[src/rtl/ip_rx_protocol.sv]
// IPv4 receive parser: checks a 20-byte header arriving as nibbles, then forwards the payload.
// Latency 1 cycle from input nibble to pl_da or status pulse; no backpressure, the stream is never stalled.
module ip_rx_protocol #(
    parameter logic [31:0] LOCAL_IP = 32'hC0A8_8958
) (
    input  logic        mii_rx_clk,
    input  logic        rst,
    input  logic        mac_dv,
    input  logic [3:0]  mac_da,
    output logic        pl_valid,
    output logic [3:0]  pl_da,
    output logic        pl_last,
    output logic        hdr_ok,
    output logic        hdr_err,
    output logic        trunc_err,
    output logic [31:0] src_ip,
    output logic [31:0] dst_ip,
    output logic [15:0] ip_totlen,
    output logic [7:0]  protocol
);

    typedef enum logic [1:0] {IDLE, HDR, PAYLOAD, DROP} state_t;

    state_t      state_q, state_d;
    logic        armed_q, armed_d;
    logic [5:0]  nib_cnt_q, nib_cnt_d;
    logic [11:0] wbuf_q, wbuf_d;
    logic [15:0] csum_q, csum_d;
    logic [7:0]  vihl_q, vihl_d;
    logic [15:0] tot_q, tot_d;
    logic [7:0]  proto_q, proto_d;
    logic [31:0] src_q, src_d;
    logic [15:0] dsth_q, dsth_d;
    logic [15:0] pay_cnt_q, pay_cnt_d;

    logic        pl_valid_q, pl_valid_d;
    logic [3:0]  pl_da_q, pl_da_d;
    logic        pl_last_q, pl_last_d;
    logic        hdr_ok_q, hdr_ok_d;
    logic        hdr_err_q, hdr_err_d;
    logic        trunc_q, trunc_d;
    logic [31:0] src_ip_q, src_ip_d;
    logic [31:0] dst_ip_q, dst_ip_d;
    logic [15:0] totlen_q, totlen_d;
    logic [7:0]  proto_o_q, proto_o_d;

    logic [15:0] word;
    logic [16:0] sum_raw;
    logic [15:0] csum_fold;
    logic [31:0] dst_full;
    logic [15:0] pay_len;
    logic        hdr_good;

    // wbuf holds nibbles 4j, 4j+1, 4j+2 (oldest in the top slot); the current nibble completes word j.
    assign word      = {wbuf_q[7:4], wbuf_q[11:8], mac_da, wbuf_q[3:0]};
    assign sum_raw   = {1'b0, csum_q} + {1'b0, word};
    assign csum_fold = sum_raw[15:0] + {15'd0, sum_raw[16]};
    assign dst_full  = {dsth_q, word};
    assign pay_len   = (tot_q - 16'd20) << 1;
    assign hdr_good  = (vihl_q == 8'h45) && (csum_fold == 16'hFFFF) && (tot_q >= 16'd20) &&
                       ((dst_full == LOCAL_IP) || (dst_full == 32'hFFFF_FFFF));

    always_comb begin
        state_d    = state_q;
        armed_d    = armed_q | ~mac_dv;
        nib_cnt_d  = nib_cnt_q;
        wbuf_d     = wbuf_q;
        csum_d     = csum_q;
        vihl_d     = vihl_q;
        tot_d      = tot_q;
        proto_d    = proto_q;
        src_d      = src_q;
        dsth_d     = dsth_q;
        pay_cnt_d  = pay_cnt_q;
        pl_valid_d = 1'b0;
        pl_da_d    = pl_da_q;
        pl_last_d  = 1'b0;
        hdr_ok_d   = 1'b0;
        hdr_err_d  = 1'b0;
        trunc_d    = 1'b0;
        src_ip_d   = src_ip_q;
        dst_ip_d   = dst_ip_q;
        totlen_d   = totlen_q;
        proto_o_d  = proto_o_q;

        case (state_q)
            IDLE: begin
                // armed_q blocks parsing of a datagram already in flight when reset released
                if (mac_dv && armed_q) begin
                    state_d   = HDR;
                    nib_cnt_d = 6'd1;
                    wbuf_d    = {wbuf_q[7:0], mac_da};
                    csum_d    = 16'd0;
                end
            end
            HDR: begin
                if (!mac_dv) begin
                    trunc_d   = 1'b1;
                    nib_cnt_d = 6'd0;
                    state_d   = IDLE;
                end else begin
                    wbuf_d    = {wbuf_q[7:0], mac_da};
                    nib_cnt_d = nib_cnt_q + 6'd1;
                    if (nib_cnt_q[1:0] == 2'd3) begin
                        csum_d = csum_fold;
                        case (nib_cnt_q[5:2])
                            4'd0:    vihl_d = word[15:8];
                            4'd1:    tot_d = word;
                            4'd4:    proto_d = word[7:0];
                            4'd6:    src_d[31:16] = word;
                            4'd7:    src_d[15:0] = word;
                            4'd8:    dsth_d = word;
                            default: ;
                        endcase
                    end
                    if (nib_cnt_q == 6'd39) begin
                        nib_cnt_d = 6'd0;
                        if (hdr_good) begin
                            hdr_ok_d  = 1'b1;
                            src_ip_d  = src_q;
                            dst_ip_d  = dst_full;
                            totlen_d  = tot_q;
                            proto_o_d = proto_q;
                            pay_cnt_d = pay_len;
                            state_d   = (pay_len == 16'd0) ? DROP : PAYLOAD;
                        end else begin
                            hdr_err_d = 1'b1;
                            state_d   = DROP;
                        end
                    end
                end
            end
            PAYLOAD: begin
                if (!mac_dv) begin
                    trunc_d = 1'b1;
                    state_d = IDLE;
                end else begin
                    pl_valid_d = 1'b1;
                    pl_da_d    = mac_da;
                    pay_cnt_d  = pay_cnt_q - 16'd1;
                    if (pay_cnt_q == 16'd1) begin
                        pl_last_d = 1'b1;
                        state_d   = DROP;
                    end
                end
            end
            DROP: begin
                // Ethernet padding and rejected datagrams are swallowed here
                if (!mac_dv) begin
                    state_d = IDLE;
                end
            end
            default: state_d = IDLE;
        endcase
    end

    always_ff @(posedge mii_rx_clk or posedge rst) begin
        if (rst) begin
            state_q    <= IDLE;
            armed_q    <= 1'b0;
            nib_cnt_q  <= 6'd0;
            wbuf_q     <= 12'd0;
            csum_q     <= 16'd0;
            vihl_q     <= 8'd0;
            tot_q      <= 16'd0;
            proto_q    <= 8'd0;
            src_q      <= 32'd0;
            dsth_q     <= 16'd0;
            pay_cnt_q  <= 16'd0;
            pl_valid_q <= 1'b0;
            pl_da_q    <= 4'd0;
            pl_last_q  <= 1'b0;
            hdr_ok_q   <= 1'b0;
            hdr_err_q  <= 1'b0;
            trunc_q    <= 1'b0;
            src_ip_q   <= 32'd0;
            dst_ip_q   <= 32'd0;
            totlen_q   <= 16'd0;
            proto_o_q  <= 8'd0;
        end else begin
            state_q    <= state_d;
            armed_q    <= armed_d;
            nib_cnt_q  <= nib_cnt_d;
            wbuf_q     <= wbuf_d;
            csum_q     <= csum_d;
            vihl_q     <= vihl_d;
            tot_q      <= tot_d;
            proto_q    <= proto_d;
            src_q      <= src_d;
            dsth_q     <= dsth_d;
            pay_cnt_q  <= pay_cnt_d;
            pl_valid_q <= pl_valid_d;
            pl_da_q    <= pl_da_d;
            pl_last_q  <= pl_last_d;
            hdr_ok_q   <= hdr_ok_d;
            hdr_err_q  <= hdr_err_d;
            trunc_q    <= trunc_d;
            src_ip_q   <= src_ip_d;
            dst_ip_q   <= dst_ip_d;
            totlen_q   <= totlen_d;
            proto_o_q  <= proto_o_d;
        end
    end

    assign pl_valid  = pl_valid_q;
    assign pl_da     = pl_da_q;
    assign pl_last   = pl_last_q;
    assign hdr_ok    = hdr_ok_q;
    assign hdr_err   = hdr_err_q;
    assign trunc_err = trunc_q;
    assign src_ip    = src_ip_q;
    assign dst_ip    = dst_ip_q;
    assign ip_totlen = totlen_q;
    assign protocol  = proto_o_q;

endmodule
[config.mk]
export PLATFORM = sky130hd
export DESIGN_NAME = ip_rx_protocol
export DESIGN_NICKNAME = d
export VERILOG_FILES = /design/src/rtl/ip_rx_protocol.sv
export SDC_FILE = /design/constraint.sdc
export NUM_CORES = 1
export LEC_CHECK = 0
export ABC_AREA = 1
export ABC_CLOCK_PERIOD_IN_PS = 8540
export BUFFER_PORTS_ARGS = -buffer_cell sky130_fd_sc_hd__buf_2
export CAP_MARGIN = 30
export CORE_UTILIZATION = 45
export CTS_CLUSTER_DIAMETER = 80
export DETAILED_ROUTE_END_ITERATION = 12
export GPL_TIMING_DRIVEN = 0
export PLACE_DENSITY = 0.67
export RECOVER_POWER = 50
export SLEW_MARGIN = 20
export SYNTH_ARGS = -nofsm -noshare
export SYNTH_HDL_FRONTEND = slang
export SYNTH_SLANG_ARGS = --single-unit
[constraint.sdc]
create_clock -name mii_rx_clk -period 8.54 [get_ports mii_rx_clk]
set_input_delay 1.281 -clock mii_rx_clk [delete_from_list [all_inputs] [get_ports mii_rx_clk]]
set_output_delay 1.281 -clock mii_rx_clk [all_outputs]
set_load 0.05 [all_outputs]
==> metrics.csv <==
stage,metric,value,unit
logic_synthesis,ys.flop_type,dfrtp_1,
sta,max_freq,0.186,GHz
sta,worst_slew_pin_slew,4.05,ns
cts,hold_buffers,0,
cts,htreeDepth,1,
cts,post_cts_resized,0,
sta,fin_setup_tns,0,ns
global_routing,antenna_found_initial,0,
routing,via_per_inst,5.14,
final_layout,regArea,5760,um2
setup_path,start_kind,register,
cts,cts_buffers,25,
setup_path,end_kind,register,
power_and_ir_drop,peakVddDrop,0.166,mV
logic_synthesis,synthCells,1470,
cts,cts_buffer_depth,3,
logic_synthesis,syn_nets,1507,
outcome,status,"complete, but fails checks",
sta,period_share,63.0,%
power_and_ir_drop,leakage,7.06,nW
routing,antenna_left,0,
routing,vias,10014,
power_and_ir_drop,powerDensity,279,nW/um2
sta,grt_setup_unrepaired,no,
floorplan,design.portCount,104,
logic_synthesis,synth_cell_types,41,
logic_synthesis,syn_area,11700,um2
logic_synthesis,yosysWarnings,0,
floorplan,num_rows,58,
outcome,violations,"max-capacitance violations, max-slew violations",
sta,setup_viol,0,
cts,clkTransAtPathRegs,0.06,ns
cts,cts_tree,done,
setup_path,critPathKind,register to register,
cts,cts_root_buffer,clkbuf_16,
final_layout,syn2layout_area_growth,15.4,%
global_routing,grt_pass1_wl,49500,um
place,place_hpwl,21600,um
run,cap_violations,1,
place,dp_slack,2.83,ns
logic_synthesis,synthArstFlopShare,100,%
floorplan,dieArea,26700,um2
floorplan,die_w,163,um
sta,fin_crit,5.38,ns
global_routing,grt_max_degree,90,
routing,drc_errors,0,
logic_synthesis,synth_fa_ha_area_share,3.27,%
routing,wirelength,29900,um
logic_synthesis,ys_seq_area_share,49.1,%
final_layout,stdcell_count,1949,
setup_path,cp_num_buf_inv,4,
min_path,min_path_type,register to register,
logic_synthesis,avgSynthCellArea,7.97,um2
final_layout,drive_above_1_share,13.8,%
logic_synthesis,synthXorXnorAreaFrac,0.897,%
logic_synthesis,synth-seq-cells,230,
routing,first_pass_iters,5,
floorplan,die_h,163,um
final_layout,fillers,2436,
logic_synthesis,synth-edff-count,0,
sta,slew_violations,88,
cts,postCtsSetupBuffers,0,
sta,hold_viol,0,
setup_path,slowest_stage,dfrtp_1,
routing,drt_iter0_drc,763,
setup_path,cp_max_fo,10,
final_layout,fin_nets,1638,
sta,skew,0.0226,ns
setup_path,arrival,5.80,ns
sta,relSlewSlack,-171,%
final_layout,multi_input_area,4910,um2
logic_synthesis,synth_top_family_by_area,simple AND/OR/NAND/NOR gates,
global_routing,grt_overflow_total,0,
place,routabilityCongestion,0.911,
sta,hold_slack,0.458,ns
final_layout,diodes,0,
cts,cts.sinks,230,
logic_synthesis,synth_simple_gate_area_share,25.1,%
place,dp.cells,1904,
setup_path,max_stage_delay,0.45,ns
logic_synthesis,synth-compound-area-share,12.7,%
global_routing,grt_pass1_vias,9805,
routing,routedWlPerCell,15.4,um
floorplan,start_util,46.1,%
setup_path,required,8.96,ns
logic_synthesis,synth_mux_area_share,0,%
global_routing,grt_usage,23.1,%
floorplan,coreArea,25400,um2
setup_path,crit_top_cell,nor2_2,
cts,clock_latency,0.54,ns
sta,setup_ws,3.16,ns
setup_path,critPathTopFamily,simple AND/OR/NAND/NOR gates,
place,place.port_buffers,102,
power_and_ir_drop,finalPower,0.00378,W
[per-stage QoR]
| step | cell area, um2 | util, % |
|---|---|---|
| CTS | 13600 | 53.4 |
| global placement | 12600 | 49.8 |
| finish | 13500 | 53.3 |
| detailed placement | 12700 | 50.0 |
| global route | 13500 | 53.3 |
| floorplan | 11700 | - |
[cell usage in the layout (no fill, tap or decap), drive strengths merged]
cell type / n
nor3b: 1
fa: 1
nand2: 397
dfrtp: 230
or2: 4
a21oi: 86
ha: 29
and3: 1
nor3: 23
a311oi: 1
clkbuf: 101
o21a: 1
a21o: 1
a31oi: 5
o21ai: 124
nand3: 86
xnor2: 5
bufinv: 3
inv: 211
nor4: 2
nand3b: 5
nand4: 19
xor2: 7
o31ai: 2
nor2: 159
clkinv: 6
o21bai: 2
and2: 1
o31a: 1
a22oi: 2
buf: 86
clkinvlp: 2
o22ai: 15
[worst paths after layout]
path                            depth (start not counted)       endpoint        from  slack [ns]
worst max-delay path                                   30  ip_totlen[14]   wbuf_q[0]        3.16
worst min-delay path                                    2     dst_ip[30]  dst_ip[30]        0.46
worst max register to register                         30  ip_totlen[14]   wbuf_q[0]        3.16
worst min register to register                          2     dst_ip[30]  dst_ip[30]        0.46
max in group asynchronous                               2     dst_ip[20]         rst        4.75
min in group asynchronous                               2     dst_ip[30]         rst        1.97
[flip-flops by register name (all words and copies together), names as in the netlist, 2 cells and up]
register   count
vihl_q         8
protocol       8
proto_q        8
state_q        2
dsth_q        16
csum_q        16
dst_ip        32
pay_cnt_q     16
src_q         32
ip_totlen     16
wbuf_q        12
tot_q         16
src_ip        32
nib_cnt_q      6
pl_da          4
[per-layer routing]
layer | share of wire, % | vias up | track usage (%)
met1 | 46 | 4790 | 32.2
met5 | 0 | - | 0
met4 | 2.4 | 0 | 6.71
met3 | 5.2 | 52 | 2.89
met2 | 47 | 251 | 37.8
li1 | - | 4921 | -
[cells by family (layout without fill, tap and decap cells)]
group,count (synthesis),in the layout
simple gates,698,698
xor+xnor,12,12
buf+inv,260,409
compound gates,240,240
fa+ha+maj,30,30
flops,230,230
[worst min-delay path, cell delays in order (launching register included)]
cell     delay [ns]
dfrtp_1        0.33
inv_1          0.04
nand2_1        0.05
[power breakdown]
part	switching, W	internal (W)
Clock	0.000447	0.000686
Sequential	0.000135	0.00123
Combinational	0.000901	0.000386
Total	0.00148	0.00230
[synthesized netlist by cell type, types with 2 or more instances]
cell	n	area [um2]
a21oi_2	59	517
nand3_2	5	50.1
o21bai_1	2	15.0
nand4_1	19	119
xor2_1	7	61.3
clkbuf_1	31	116
nand3_1	81	405
nor4_1	2	12.5
xnor2_1	5	43.8
inv_1	206	773
nand2_2	9	56.3
nor2_1	144	541
or2_2	4	25.0
o31ai_1	2	15.0
o21ai_1	3	15.0
o21ai_0	121	606
buf_2	5	25.0
nand2_1	388	1460
nor3_1	23	115
nor2_2	14	87.6
a22oi_1	2	15.0
ha_1	29	363
dfrtp_1	230	5760
a31oi_1	5	31.3
clkinv_1	3	11.3
inv_2	5	18.8
o22ai_1	15	93.8
nand3b_1	5	37.5
a21oi_1	26	130
buf_6	9	101
[layout make-up]
type / instances / area share [%]
multi-input cells: 980 / 36.3
plain buffers: 46 / 1.85
clock buffers: 37 / 5.40
flip-flops and latches: 230 / 42.6
clock inverters: 8 / 1.01
repair buffers: 104 / 3.88
well taps: 330 / 3.05
inverters: 214 / 5.95
Power figures use the tool's default switching activity.
